==> src/rtl/uhc_ctrl.sv <==
`timescale 1ns/1ps
`default_nettype none
// ============================================================================
// Module   : uhc_ctrl
// Brief    : Prescaled 4-bit up counter with wrap/saturate terminal handling.
// Revision : 1.0 - initial release
// ============================================================================
module uhc_ctrl #(
  parameter int unsigned DIV = 100000000
) (
  input  logic       uhc_clk,
  input  logic       uhc_rst_n,
  input  logic       uhc_en,
  input  logic       uhc_load,
  input  logic [3:0] uhc_d,
  input  logic [3:0] uhc_max,
  input  logic       uhc_mode,
  output logic [3:0] uhc_q,
  output logic       uhc_tick,
  output logic       uhc_carry,
  output logic       uhc_done
);

  localparam int unsigned     PRE_W    = (DIV > 1) ? $clog2(DIV) : 1;
  localparam logic [PRE_W-1:0] PRE_LAST = PRE_W'(DIV - 1);

  localparam logic [0:0] ST_COUNT = 1'b0;
  localparam logic [0:0] ST_DONE  = 1'b1;

  logic [0:0]       state_q, state_d;
  logic [PRE_W-1:0] pre_q, pre_d;
  logic [3:0]       cnt_q, cnt_d;
  logic             tick_q, tick_d;
  logic             carry_q, carry_d;
  logic             done_q, done_d;

  logic             w_tick_cond;
  logic             w_at_term;
  logic             w_count_step;

  assign w_tick_cond  = uhc_en && (pre_q == PRE_LAST);
  assign w_at_term    = (cnt_q >= uhc_max);
  // Ticks that arrive while saturated are still generated but never move the count.
  assign w_count_step = w_tick_cond && !uhc_load && (state_q == ST_COUNT);

  // State register
  always_ff @(posedge uhc_clk or negedge uhc_rst_n) begin
    if (!uhc_rst_n) begin
      state_q <= ST_COUNT;
    end else begin
      state_q <= state_d;
    end
  end

  // Next-state logic
  always_comb begin
    state_d = state_q;
    if (uhc_load) begin
      state_d = ST_COUNT;
    end else if (w_count_step && w_at_term && uhc_mode) begin
      state_d = ST_DONE;
    end
  end

  // Datapath / output next-value logic
  always_comb begin
    pre_d   = pre_q;
    cnt_d   = cnt_q;
    carry_d = 1'b0;
    tick_d  = w_tick_cond && !uhc_load;

    if (uhc_load) begin
      pre_d = '0;
    end else if (uhc_en) begin
      pre_d = w_tick_cond ? '0 : pre_q + PRE_W'(1);
    end

    if (uhc_load) begin
      cnt_d = (uhc_d > uhc_max) ? uhc_max : uhc_d;
    end else if (w_count_step) begin
      if (!w_at_term) begin
        cnt_d = cnt_q + 4'd1;
      end else if (!uhc_mode) begin
        cnt_d   = 4'd0;
        carry_d = 1'b1;
      end else begin
        cnt_d = uhc_max;
      end
    end

    done_d = (state_d == ST_DONE);
  end

  always_ff @(posedge uhc_clk or negedge uhc_rst_n) begin
    if (!uhc_rst_n) begin
      pre_q   <= '0;
      cnt_q   <= 4'd0;
      tick_q  <= 1'b0;
      carry_q <= 1'b0;
      done_q  <= 1'b0;
    end else begin
      pre_q   <= pre_d;
      cnt_q   <= cnt_d;
      tick_q  <= tick_d;
      carry_q <= carry_d;
      done_q  <= done_d;
    end
  end

  assign uhc_q     = cnt_q;
  assign uhc_tick  = tick_q;
  assign uhc_carry = carry_q;
  assign uhc_done  = done_q;

endmodule
`default_nettype wire

==> config.mk <==
export PLATFORM = sky130hd
export DESIGN_NAME = uhc_ctrl
export DESIGN_NICKNAME = d
export VERILOG_FILES = /design/src/rtl/uhc_ctrl.sv
export SDC_FILE = /design/constraint.sdc
export NUM_CORES = 1
export LEC_CHECK = 0
export ABC_AREA = 0
export CORE_MARGIN = 4
export CORE_UTILIZATION = 56
export CTS_CLUSTER_SIZE = 8
export DETAILED_ROUTE_END_ITERATION = 10
export PLACE_DENSITY_LB_ADDON = 0.15
export SYNTH_ARGS = -nofsm -noshare
export SYNTH_HDL_FRONTEND = slang
export SYNTH_SLANG_ARGS = --single-unit
export TNS_END_PERCENT = 10
==> constraint.sdc <==
create_clock -name uhc_clk -period 2.6 [get_ports uhc_clk]
set_input_delay 0.39 -clock uhc_clk [delete_from_list [all_inputs] [get_ports uhc_clk]]
set_output_delay 0.39 -clock uhc_clk [all_outputs]
set_load 0.005 [all_outputs]
==> load_flow_metrics.sql <==
INSERT INTO impl_metrics (metric_group, metric, value, unit) VALUES
('run_status', 'outcome', 'complete, no violations', ''),
('timing', 'tns', '0', 'ns'),
('synthesis', 'synth_edf_count', '0', ''),
('cts', 'cts.repair_timing.setup_buffer_count', '0', ''),
('floorplanning', 'design.core.area', '3340', 'um2'),
('synthesis', 'post_synthesis_cell_type_with_the_largest_combined_area', 'dfrtp_1', ''),
('floorplanning', 'die_w', '66.7', 'um'),
('detailed_routing', 'detail_route.drc_violations', '0', ''),
('cts', 'cts_hold_repair.buffers', '0', ''),
('synthesis', 'yosys-mux-area-fraction', '0.0207', ''),
('cts', 'cts_buffer_depth', '2', ''),
('placed_design', 'placedInstanceArea', '2220', 'um2'),
('floorplanning', 'chipHeight', '66.7', 'um'),
('worst_setup_path', 'crit-reg2reg-launch', 'pre_q[14]', ''),
('cts', 'clkTransAtPathRegs', '0.11', 'ns'),
('floorplanning', 'initial_utilization', '0.579', ''),
('placed_design', 'port_buffers', '19', ''),
('cts', 'latest_clock_arrival_within_the_worst_skew_pair', '0.33', 'ns'),
('synthesis', 'ys_top_cells_by_count', '34 x dfrtp_1, 33 x nor2_1, 18 x xor2_1', ''),
('global_routing', 'grt_pass1_vias', '1621', ''),
('floorplanning', 'pin_count', '20', ''),
('worst_setup_path', 'crit_path_leading_delay_family', 'simple AND/OR/NAND/NOR gates', ''),
('detailed_routing', 'drt-vias-per-instance', '5.66', ''),
('worst_setup_path', 'timing.critical_path.arrival', '2.57', 'ns'),
('synthesis', 'synth_area_per_cell', '9.28', 'um2'),
('timing', 'post-route-min-period', '2.31', 'ns'),
('timing', 'rsz0062_at_grt', 'false', ''),
('synthesis', 'main_combinational_cell_family_by_area_after_synthesis', 'simple AND/OR/NAND/NOR gates', ''),
('synthesis', 'portion_of_synthesized_cell_area_occupied_by_the_leading_cell_type', '0.441', ''),
('worst_setup_path', 'timing.setup.critical_path_class', 'register to register', ''),
('detailed_routing', 'drt_iter0_drc', '106', ''),
('synthesis', 'yosys_most_used_dff', 'dfrtp_1', ''),
('global_routing', 'global_route.usage.total', '0.210', ''),
('synthesis', 'syn_inst', '208', ''),
('min_path', 'worstHoldPathType', 'input port to asynchronous set/reset pin', ''),
('power_and_ir_drop', 'power.density_cell_area', '477', 'nW/um2'),
('layout', 'finish.instance_area', '2300', 'um2'),
('worst_setup_path', 'worst_path_max_delay_cell', 'or4_1', ''),
('layout', 'n_antenna_cell', '0', ''),
('detailed_routing', 'totalWireLength', '4.08', 'mm'),
('synthesis', 'dominant_cells_by_area_after_synthesis', 'dfrtp_1 44%, xor2_1 8.2%, ha_1 6.5%, nor2_1 6.4%, nand4_1 3.6%', ''),
('synthesis', 'yosys_warnings', '0', ''),
('worst_setup_path', 'slowest_delay', '0.57', 'ns'),
('cts', 'cts.repair.resized', '0', ''),
('timing', 'worst_slew_margin_rel', '0.650', ''),
('layout', 'nets', '259', ''),
('worst_setup_path', 'setup.worst_path.start_class', 'register', ''),
('timing', 'tightest_pin_transition', '0.521', 'ns'),
('timing', 'setup_viol_count_final', '0', ''),
('cts', 'htree_levels', '2', ''),
('synthesis', 'mappedNetlistNets', '231', ''),
('worst_setup_path', 'rr_worst_depth', '7', ''),
('layout', 'syn2layout_area_growth', '19.1', '%'),
('synthesis', 'synth.distinct_cells', '34', ''),
('synthesis', 'synth_compound_gate_area_share', '0.0875', ''),
('synthesis', 'synthesis.area', '1930', 'um2'),
('synthesis', 'synth-adder-area-share', '0.0648', ''),
('cts', 'cts_tree', 'yes', ''),
('synthesis', 'synth-simple-area-share', '0.238', ''),
('worst_setup_path', 'worst_path_maximum_fanout', '9', ''),
('global_routing', 'grt_remaining_overflow', '0', ''),
('placed_design', 'place_congestion', '0.854', ''),
('cts', 'cts-root-buf', 'clkbuf_4', ''),
('timing', 'slew_viol_final', '0', ''),
('synthesis', 'ys_seq_elements', '34', ''),
('detailed_routing', 'drtAntennaViolNets', '0', ''),
('timing', 'fmaxAchievable', '432', 'MHz'),
('worst_setup_path', 'crit_required', '2.85', 'ns'),
('synthesis', 'synth_most_common_cell', 'dfrtp_1', ''),
('timing', 'hold_violation_total_from_the_final_report', '0', ''),
('detailed_routing', 'drt_pre_antenna_iters', '4', '');
-- stage by stage --
stage | cells | hold slack (ns) | utilization | worst slack [ns] | total power [mW]
final | 283 | 0.451 | 0.689 | 0.285 | 1.10
after global routing | 283 | 0.479 | 0.689 | 0.0493 | 1.15
after CTS | 283 | 0.469 | 0.689 | 0.299 | 1.10
after detailed placement | 275 | 0.496 | 0.666 | 0.0346 | 0.721
after global placement | 275 | 0.475 | 0.666 | 0.111 | 0.716
after floorplan | 208 | 0.0944 | - | 0.523 | 0.639
-- worst register-to-register path, cell delays in order, from the launching register on --
cell and delay, ns:
dfrtp_1 0.42, and3_1 0.36, nand4_1 0.19, or4_1 0.57
buf_4 0.18, nor2_1 0.20, o21ai_0 0.13, o22ai_1 0.19
-- report_power, final --
part           internal, mW  switching [mW]  total (mW)  leakage, nW
clock                 0.203           0.184       0.387       0.0385
combinational        0.0790          0.0784       0.157        0.525
sequential            0.539          0.0147       0.554        0.467
total                 0.821           0.277        1.10         1.03
-- registers in the layout, indices dropped and copies added, names as in the netlist --
name       cells
uhc_carry      1
uhc_q          4
uhc_tick       1
uhc_done       1
pre_q         27
-- kinds of logic (layout without fill, tap and decap cells) --
group / count (synthesis) / count (layout)
compound gates: 27 / 27
xor+xnor: 24 / 24
fa+ha+maj: 10 / 10
buf+inv: 17 / 46
flops: 34 / 34
mux: 4 / 4
simple gates: 92 / 92
-- layout by cell type, fill, tap and decap left out, types with 2 or more instances in the layout --
cell             count
clkbuf_4             5
and4_1               4
and3_1               4
dfrtp_1             34
nor2_1              33
nand4_1             11
o21ai_0              7
xnor2_1              6
ha_1                10
buf_4                8
nand3_1              8
mux2i_1              4
inv_1               10
clkdlybuf4s50_1     19
o22ai_1              4
or3_1                2
nor4_1               2
nand2b_1             3
xor2_1              18
nor3_1               4
nand2_1             15
a221oi_1             4
a31oi_1              2
a21oi_1              6
-- final cells by class --
type                            count  area [um2]
Fill cell                         285        1040
Multi-Input combinational cell    157        1000
Sequential cell                    34         851
Timing Repair Buffer               28         270
Tap cell                           46        57.6
Clock buffer                        6        41.3
Clock inverter                      2        37.5
Inverter                           10        37.5
-- worst max-delay path by stage --
stage                     to  cells after the start  slack (ns)
finish              uhc_q[1]                      7        0.29
global route        uhc_q[1]                      7        0.05
CTS                 uhc_q[1]                      7        0.30
detailed placement  uhc_q[3]                      8        0.03
global placement    uhc_q[2]                      8        0.11
floorplan           uhc_q[2]                      8        0.52
-- routing by layer --
| layer | vias up | wire, um | track usage |
|---|---|---|---|
| met5 | - | 0 | 0 |
| met4 | 0 | 36 | 0.0635 |
| met3 | 6 | 197 | 0.0489 |
| met2 | 35 | 1980 | 0.353 |
| met1 | 775 | 1860 | 0.269 |
| li1 | 786 | - | - |
Note: power is estimated with default switching activity, not from simulation.
